$ cat config.mk
export PLATFORM = sky130hd
export DESIGN_NAME = dfx_rom_bist_ctrl
export DESIGN_NICKNAME = d
export VERILOG_FILES = /design/src/rtl/dfx_rom_bist_pkg.sv /design/src/rtl/dfx_rom_bist_misr.sv /design/src/rtl/dfx_rom_bist_ctrl.sv
export SDC_FILE = /design/constraint.sdc
export NUM_CORES = 1
export LEC_CHECK = 0
export ABC_AREA = 1
export BUFFER_PORTS_ARGS = -buffer_cell sky130_fd_sc_hd__buf_2
export CORE_MARGIN = 2
export CORE_UTILIZATION = 45
export DETAILED_ROUTE_END_ITERATION = 10
export GPL_ROUTABILITY_DRIVEN = 0
export PLACE_DENSITY = 0.74
export SLEW_MARGIN = 20
export SYNTH_ARGS = -nofsm -noshare
export SYNTH_HDL_FRONTEND = slang
export SYNTH_SLANG_ARGS = --single-unit
$ cat constraint.sdc
create_clock -name clk -period 5.15 [get_ports clk]
set_clock_uncertainty 0.2 [all_clocks]
set_input_delay 0.2575 -clock clk [delete_from_list [all_inputs] [get_ports clk]]
set_output_delay 0.2575 -clock clk [all_outputs]
set_load 0.02 [all_outputs]
$ cat src/rtl/dfx_rom_bist_pkg.sv
// Shared types and default constants for the ROM BIST controller and its MISR.
// Sizing defaults match a 2K x 32 ROM macro.
package dfx_rom_bist_pkg;

    localparam int          DEF_ADDR_W    = 11;
    localparam int          DEF_DATA_W    = 32;
    localparam logic [31:0] DEF_MISR_POLY = 32'h8020_0003;

    typedef enum logic [2:0] {
        S_IDLE  = 3'd0,
        S_READ  = 3'd1,
        S_DRAIN = 3'd2,
        S_CMP   = 3'd3,
        S_DONE  = 3'd4
    } state_e;

endpackage

$ cat src/rtl/dfx_rom_bist_misr.sv
// Multiple-input signature register: shifts in the parity of the tapped bits
// and folds one data word per enabled cycle.
module dfx_rom_bist_misr
    import dfx_rom_bist_pkg::*;
#(
    parameter int                DATA_W    = DEF_DATA_W,
    parameter logic [DATA_W-1:0] MISR_POLY = DATA_W'(DEF_MISR_POLY)
) (
    input  logic              clk,
    input  logic              rst,
    input  logic              clr,
    input  logic              en,
    input  logic [DATA_W-1:0] data,
    output logic [DATA_W-1:0] sig
);

    logic feedback;

    assign feedback = ^(sig & MISR_POLY);

    // clr wins over en so a run always starts from an all-zero signature.
    always_ff @(posedge clk or posedge rst) begin
        if (rst) begin
            sig <= '0;
        end else if (clr) begin
            sig <= '0;
        end else if (en) begin
            sig <= {sig[DATA_W-2:0], feedback} ^ data;
        end
    end

endmodule

$ cat src/rtl/dfx_rom_bist_ctrl.sv
// ROM BIST controller: sweeps every ROM address once, compresses the read data
// into a MISR and compares the final signature against a golden value.
module dfx_rom_bist_ctrl
    import dfx_rom_bist_pkg::*;
#(
    parameter int                ADDR_W    = DEF_ADDR_W,
    parameter int                DATA_W    = DEF_DATA_W,
    parameter int                ROM_LAT   = 1,
    parameter logic [DATA_W-1:0] MISR_POLY = DATA_W'(DEF_MISR_POLY),
    parameter logic [DATA_W-1:0] EXP_SIG   = '0
) (
    input  logic              clk,
    input  logic              rst,
    input  logic              mbist_en,
    input  logic [DATA_W-1:0] rom_rdata,
    output logic [ADDR_W-1:0] rom_addr,
    output logic              rom_ren,
    output logic              bist_busy,
    output logic              bist_done,
    output logic              bist_pass,
    output logic [DATA_W-1:0] bist_sig,
    output state_e            state
);

    localparam logic [ADDR_W-1:0] ADDR_LAST  = '1;
    localparam logic [1:0]        DRAIN_LAST = 2'(ROM_LAT - 1);

    state_e              state_n;
    logic [ADDR_W-1:0]   addr_n;
    logic                ren_n;
    logic                busy_n;
    logic                done_n;
    logic                pass_n;
    logic [1:0]          drain_cnt;
    logic [1:0]          drain_n;
    logic [ROM_LAT-1:0]  vld_pipe;
    logic                pipe_clr;
    logic                misr_clr;
    logic                misr_en;

    // mbist_en is a level, not a pulse: high starts a run from IDLE and must stay
    // high through DONE; dropping it anywhere aborts or acknowledges the result.
    always_comb begin
        state_n  = state;
        addr_n   = rom_addr;
        ren_n    = 1'b0;
        busy_n   = 1'b0;
        done_n   = 1'b0;
        pass_n   = 1'b0;
        drain_n  = drain_cnt;
        pipe_clr = 1'b0;
        misr_clr = 1'b0;

        unique case (state)
            S_IDLE: begin
                if (mbist_en) begin
                    state_n  = S_READ;
                    addr_n   = '0;
                    ren_n    = 1'b1;
                    busy_n   = 1'b1;
                    misr_clr = 1'b1;
                end
            end
            S_READ: begin
                if (!mbist_en) begin
                    state_n  = S_IDLE;
                    addr_n   = '0;
                    pipe_clr = 1'b1;
                end else if (rom_addr == ADDR_LAST) begin
                    state_n = S_DRAIN;
                    drain_n = '0;
                    busy_n  = 1'b1;
                end else begin
                    addr_n = rom_addr + 1'b1;
                    ren_n  = 1'b1;
                    busy_n = 1'b1;
                end
            end
            S_DRAIN: begin
                if (!mbist_en) begin
                    state_n  = S_IDLE;
                    addr_n   = '0;
                    pipe_clr = 1'b1;
                end else begin
                    busy_n = 1'b1;
                    if (drain_cnt == DRAIN_LAST) begin
                        state_n = S_CMP;
                    end else begin
                        drain_n = drain_cnt + 2'd1;
                    end
                end
            end
            S_CMP: begin
                if (!mbist_en) begin
                    state_n  = S_IDLE;
                    addr_n   = '0;
                    pipe_clr = 1'b1;
                end else begin
                    state_n = S_DONE;
                    done_n  = 1'b1;
                    pass_n  = (bist_sig == EXP_SIG);
                end
            end
            S_DONE: begin
                if (!mbist_en) begin
                    state_n = S_IDLE;
                    addr_n  = '0;
                end else begin
                    done_n = 1'b1;
                    pass_n = bist_pass;
                end
            end
            default: begin
                state_n  = S_IDLE;
                addr_n   = '0;
                pipe_clr = 1'b1;
            end
        endcase
    end

    always_ff @(posedge clk or posedge rst) begin
        if (rst) begin
            state     <= S_IDLE;
            rom_addr  <= '0;
            rom_ren   <= 1'b0;
            bist_busy <= 1'b0;
            bist_done <= 1'b0;
            bist_pass <= 1'b0;
            drain_cnt <= '0;
        end else begin
            state     <= state_n;
            rom_addr  <= addr_n;
            rom_ren   <= ren_n;
            bist_busy <= busy_n;
            bist_done <= done_n;
            bist_pass <= pass_n;
            drain_cnt <= drain_n;
        end
    end

    // Tracks which cycles carry ROM data; the oldest bit lines up with rom_rdata.
    always_ff @(posedge clk or posedge rst) begin
        if (rst) begin
            vld_pipe <= '0;
        end else if (pipe_clr) begin
            vld_pipe <= '0;
        end else begin
            vld_pipe <= (vld_pipe << 1) | ROM_LAT'(rom_ren);
        end
    end

    assign misr_en = vld_pipe[ROM_LAT-1] & mbist_en &
                     ((state == S_READ) || (state == S_DRAIN));

    dfx_rom_bist_misr #(
        .DATA_W    (DATA_W),
        .MISR_POLY (MISR_POLY)
    ) u_misr (
        .clk  (clk),
        .rst  (rst),
        .clr  (misr_clr),
        .en   (misr_en),
        .data (rom_rdata),
        .sig  (bist_sig)
    );

endmodule

==> metrics <==
critical-path cell list nor2_8, inv_2, nor2_4, nand3_2, nand2_2, o22ai_1; setup TNS 0 ns; via count around 2400; CP Max Fanout 39; num ports 85; Syn Nets 345; average cell area after synthesis 8.98 um2; Die X a little over 80 um; Worst Setup Start Kind flip-flop; Num CTS Buffers 5; maxcap violations 0; Finished Layout Cells 466; Synth cell types 30; VDD IR max 258 uV; total power 1.71 mW; Clock Latency Late Sink 0.32 ns; core footprint 5920 um2; DR DRC count 0; crit path launch state[2]; Initial Util 46.6%; Pleak ~1.6 nW; endpoints failing hold 0; endpoints failing setup 0; FF-to-FF Start state[2]; # nets final 428; crit share post-route 51.4%; clock transition at the registers of the reported paths 0.10 ns; clock root buffer clkbuf_8; synthesized cell area between 2000 and 3000 um2; crit path kind flip-flop to flip-flop; Placed Instances 457; area delta synth->final 19.6%; DRT iter0 DRCs about 130; Max clock buf depth 2; Crit Reg-Reg Endpoint u_misr.sig[24]; worst r2r path cells 6; # diodes 0; post-layout min period 2.65 ns; slew margin rel. 38.5%; sequential area share after synthesis 48.1%; Die H slightly above 80 um; CTS tree done; DP Area 3190 um2; Syn. warnings 0; status finished, final reports clean; vias in the first global route roughly 2200; slowest stage delay, CP 0.68 ns; worst hold slack about 0.032 ns; R2R setup slack between 2 and 3 ns; Crit path required time ~5.1 ns; row count 28; register area ~1300 um2; Worst path slowest cell nand2_2; GR Overflow Total 0; clk sinks 53; GRT Total Usage 19.5%; HPWL after DPL 4580 um; Avg WL per Cell 13.2 um; CP top delay family simple AND/OR/NAND/NOR gates; Slew Limit Fails 0; largest net degree at the start of global routing 54; fillcell total 528; critical path capture point u_misr.sig[24]; Min-Delay Path Class primary input to flip-flop; Least-Margin Pin Slew 0.921 ns; fin area 3300 um2; drt pass-1 iters 4; RSZ-0062 raised after global routing no; initial antenna violation count 0; number of flops mapped to enable cells by yosys 0; vias per cell 5.14; worst path arrival time 2.62 ns; Multi-input gate area between 1000 and 1500 um2; post-route ant nets 0; Bufs and invs on worst path 1; Post-Syn Instances ~310; layout cell share with drive strength beyond 1 a little over a quarter; die area 6770 um2; Top FF cell, synth dfrtp_1; Synth Register Bits 53; CTS resizes 0; IO Port Bufs between 80 and 90; endpoint class of the critical path flip-flop; final WL 6160 um; global-route wire length before repair 10100 um; H-Tree Depth 2; fmax 0.378 GHz; Async S/R FF share, synth 100%; P per Cell Area 519 nW/um2; Stages on worst setup path 6
## cells in the mapped netlist (2+ instances only)
| cell type | n | area (um2) |
|---|---|---|
| o21ai_0 | 15 | 75.1 |
| xor2_1 | 2 | 17.5 |
| inv_2 | 2 | 7.51 |
| buf_6 | 5 | 56.3 |
| buf_4 | 3 | 22.5 |
| dfrtp_1 | 53 | 1330 |
| nor2_1 | 21 | 78.8 |
| nand3_1 | 19 | 95.1 |
| o21ai_1 | 6 | 30.0 |
| nand2_1 | 43 | 161 |
| xnor2_1 | 34 | 298 |
| nor2_2 | 4 | 25.0 |
| inv_1 | 45 | 169 |
| o22ai_1 | 26 | 163 |
| nand4_1 | 12 | 75.1 |
| ha_1 | 3 | 37.5 |
## logic make-up (layout without fill, tap and decap cells)
group                    Yosys count  after routing  synth area share (%)
AO/OA/AOI/OAI                     50             50                  10.4
XOR/XNOR                          36             36                  11.4
adder cells (fa/ha/maj)            3              3                  1.36
buffers and inverters             57            141                  9.66
flip-flops                        53             53                  48.1
AND/OR/NAND/NOR                  108            108                  19.0
## how the worst min path moves through the flow
stage                        startpoint              to  slack [ns]  depth (start not counted)
after floorplan           rom_rdata[26]  u_misr.sig[26]        0.25                          2
after global placement     drain_cnt[0]    drain_cnt[0]        0.28                          1
after detailed placement   drain_cnt[0]    drain_cnt[0]        0.29                          1
after CTS                 rom_rdata[26]  u_misr.sig[26]        0.02                          3
after global routing      rom_rdata[20]  u_misr.sig[20]        0.04                          3
final                     rom_rdata[26]  u_misr.sig[26]        0.03                          3
## area by class of cell
| class | count | area share [%] |
|---|---|---|
| clock buffers | 6 | 2.50 |
| clock inverters | 2 | 0.493 |
| inverters | 48 | 5.58 |
| multi-input cells | 197 | 35.3 |
| flip-flops and latches | 53 | 40.2 |
| well taps | 75 | 2.85 |
| repair buffers | 85 | 13.1 |
## placed cells by master, fill, tap and decap left out
cell type      count
a21oi_1            1
buf_2             84
clkbuf_8           6
clkinv_2           1
clkinvlp_4         1
dfrtp_1           53
dlygate4sd3_1      1
ha_1               3
inv_1             44
inv_2              2
inv_4              1
inv_6              1
nand2_1           43
nand2_2            1
nand3_1           19
nand3_2            1
nand4_1           12
nor2_1            21
nor2_2             4
nor2_4             1
nor2_8             1
nor3_1             1
nor3_4             1
nor3b_1            1
nor4_1             1
o21a_1             1
o21ai_0           15
o21ai_1            6
o22ai_1           26
o31ai_1            1
or2_2              1
xnor2_1           34
xor2_1             2
## sequential cells by signal, indices dropped and copies added (netlist names), 2 cells and up
name / count
u_misr.sig: 32
rom_addr: 11
state: 3
drain_cnt: 2
## metrics by stage
step                      util (%)  worst slack [ns]
after global placement        53.8              2.58
after CTS                     55.5              2.47
after global routing          55.7              2.26
after detailed placement      53.8              2.50
after floorplan                  -              3.34
final                         55.7              2.50
## per-layer routing
metal / GRT usage (%) / up-vias / wire length, um
met5: 0 / - / 0
met4: 7.17 / 0 / 80
met3: 4.13 / 5 / 349
met2: 30.6 / 67 / 2950
met1: 26.5 / 1148 / 2780
li1: - / 1174 / -
## worst register-to-register path, cell delays in order, from the launching register on
cell and delay [ns]:
dfrtp_1 0.55, nor2_8 0.20, inv_2 0.07, nor2_4 0.10, nand3_2 0.55, nand2_2 0.69, o22ai_1 0.14
## power breakdown
| part | switching (mW) | internal (mW) | total [mW] |
|---|---|---|---|
| clock network | 0.144 | 0.111 | 0.255 |
| logic | 0.492 | 0.298 | 0.790 |
| registers | 0.130 | 0.539 | 0.669 |
| total | 0.766 | 0.948 | 1.71 |
## what timing repair did
action / CTS / global route
setup buffers: 0 / 0
hold endpoints to repair: 0 / 44
setup endpoints to repair: 0 / 0
hold buffers: 0 / 1
No activity file was read; power rests on OpenSTA's default activity.
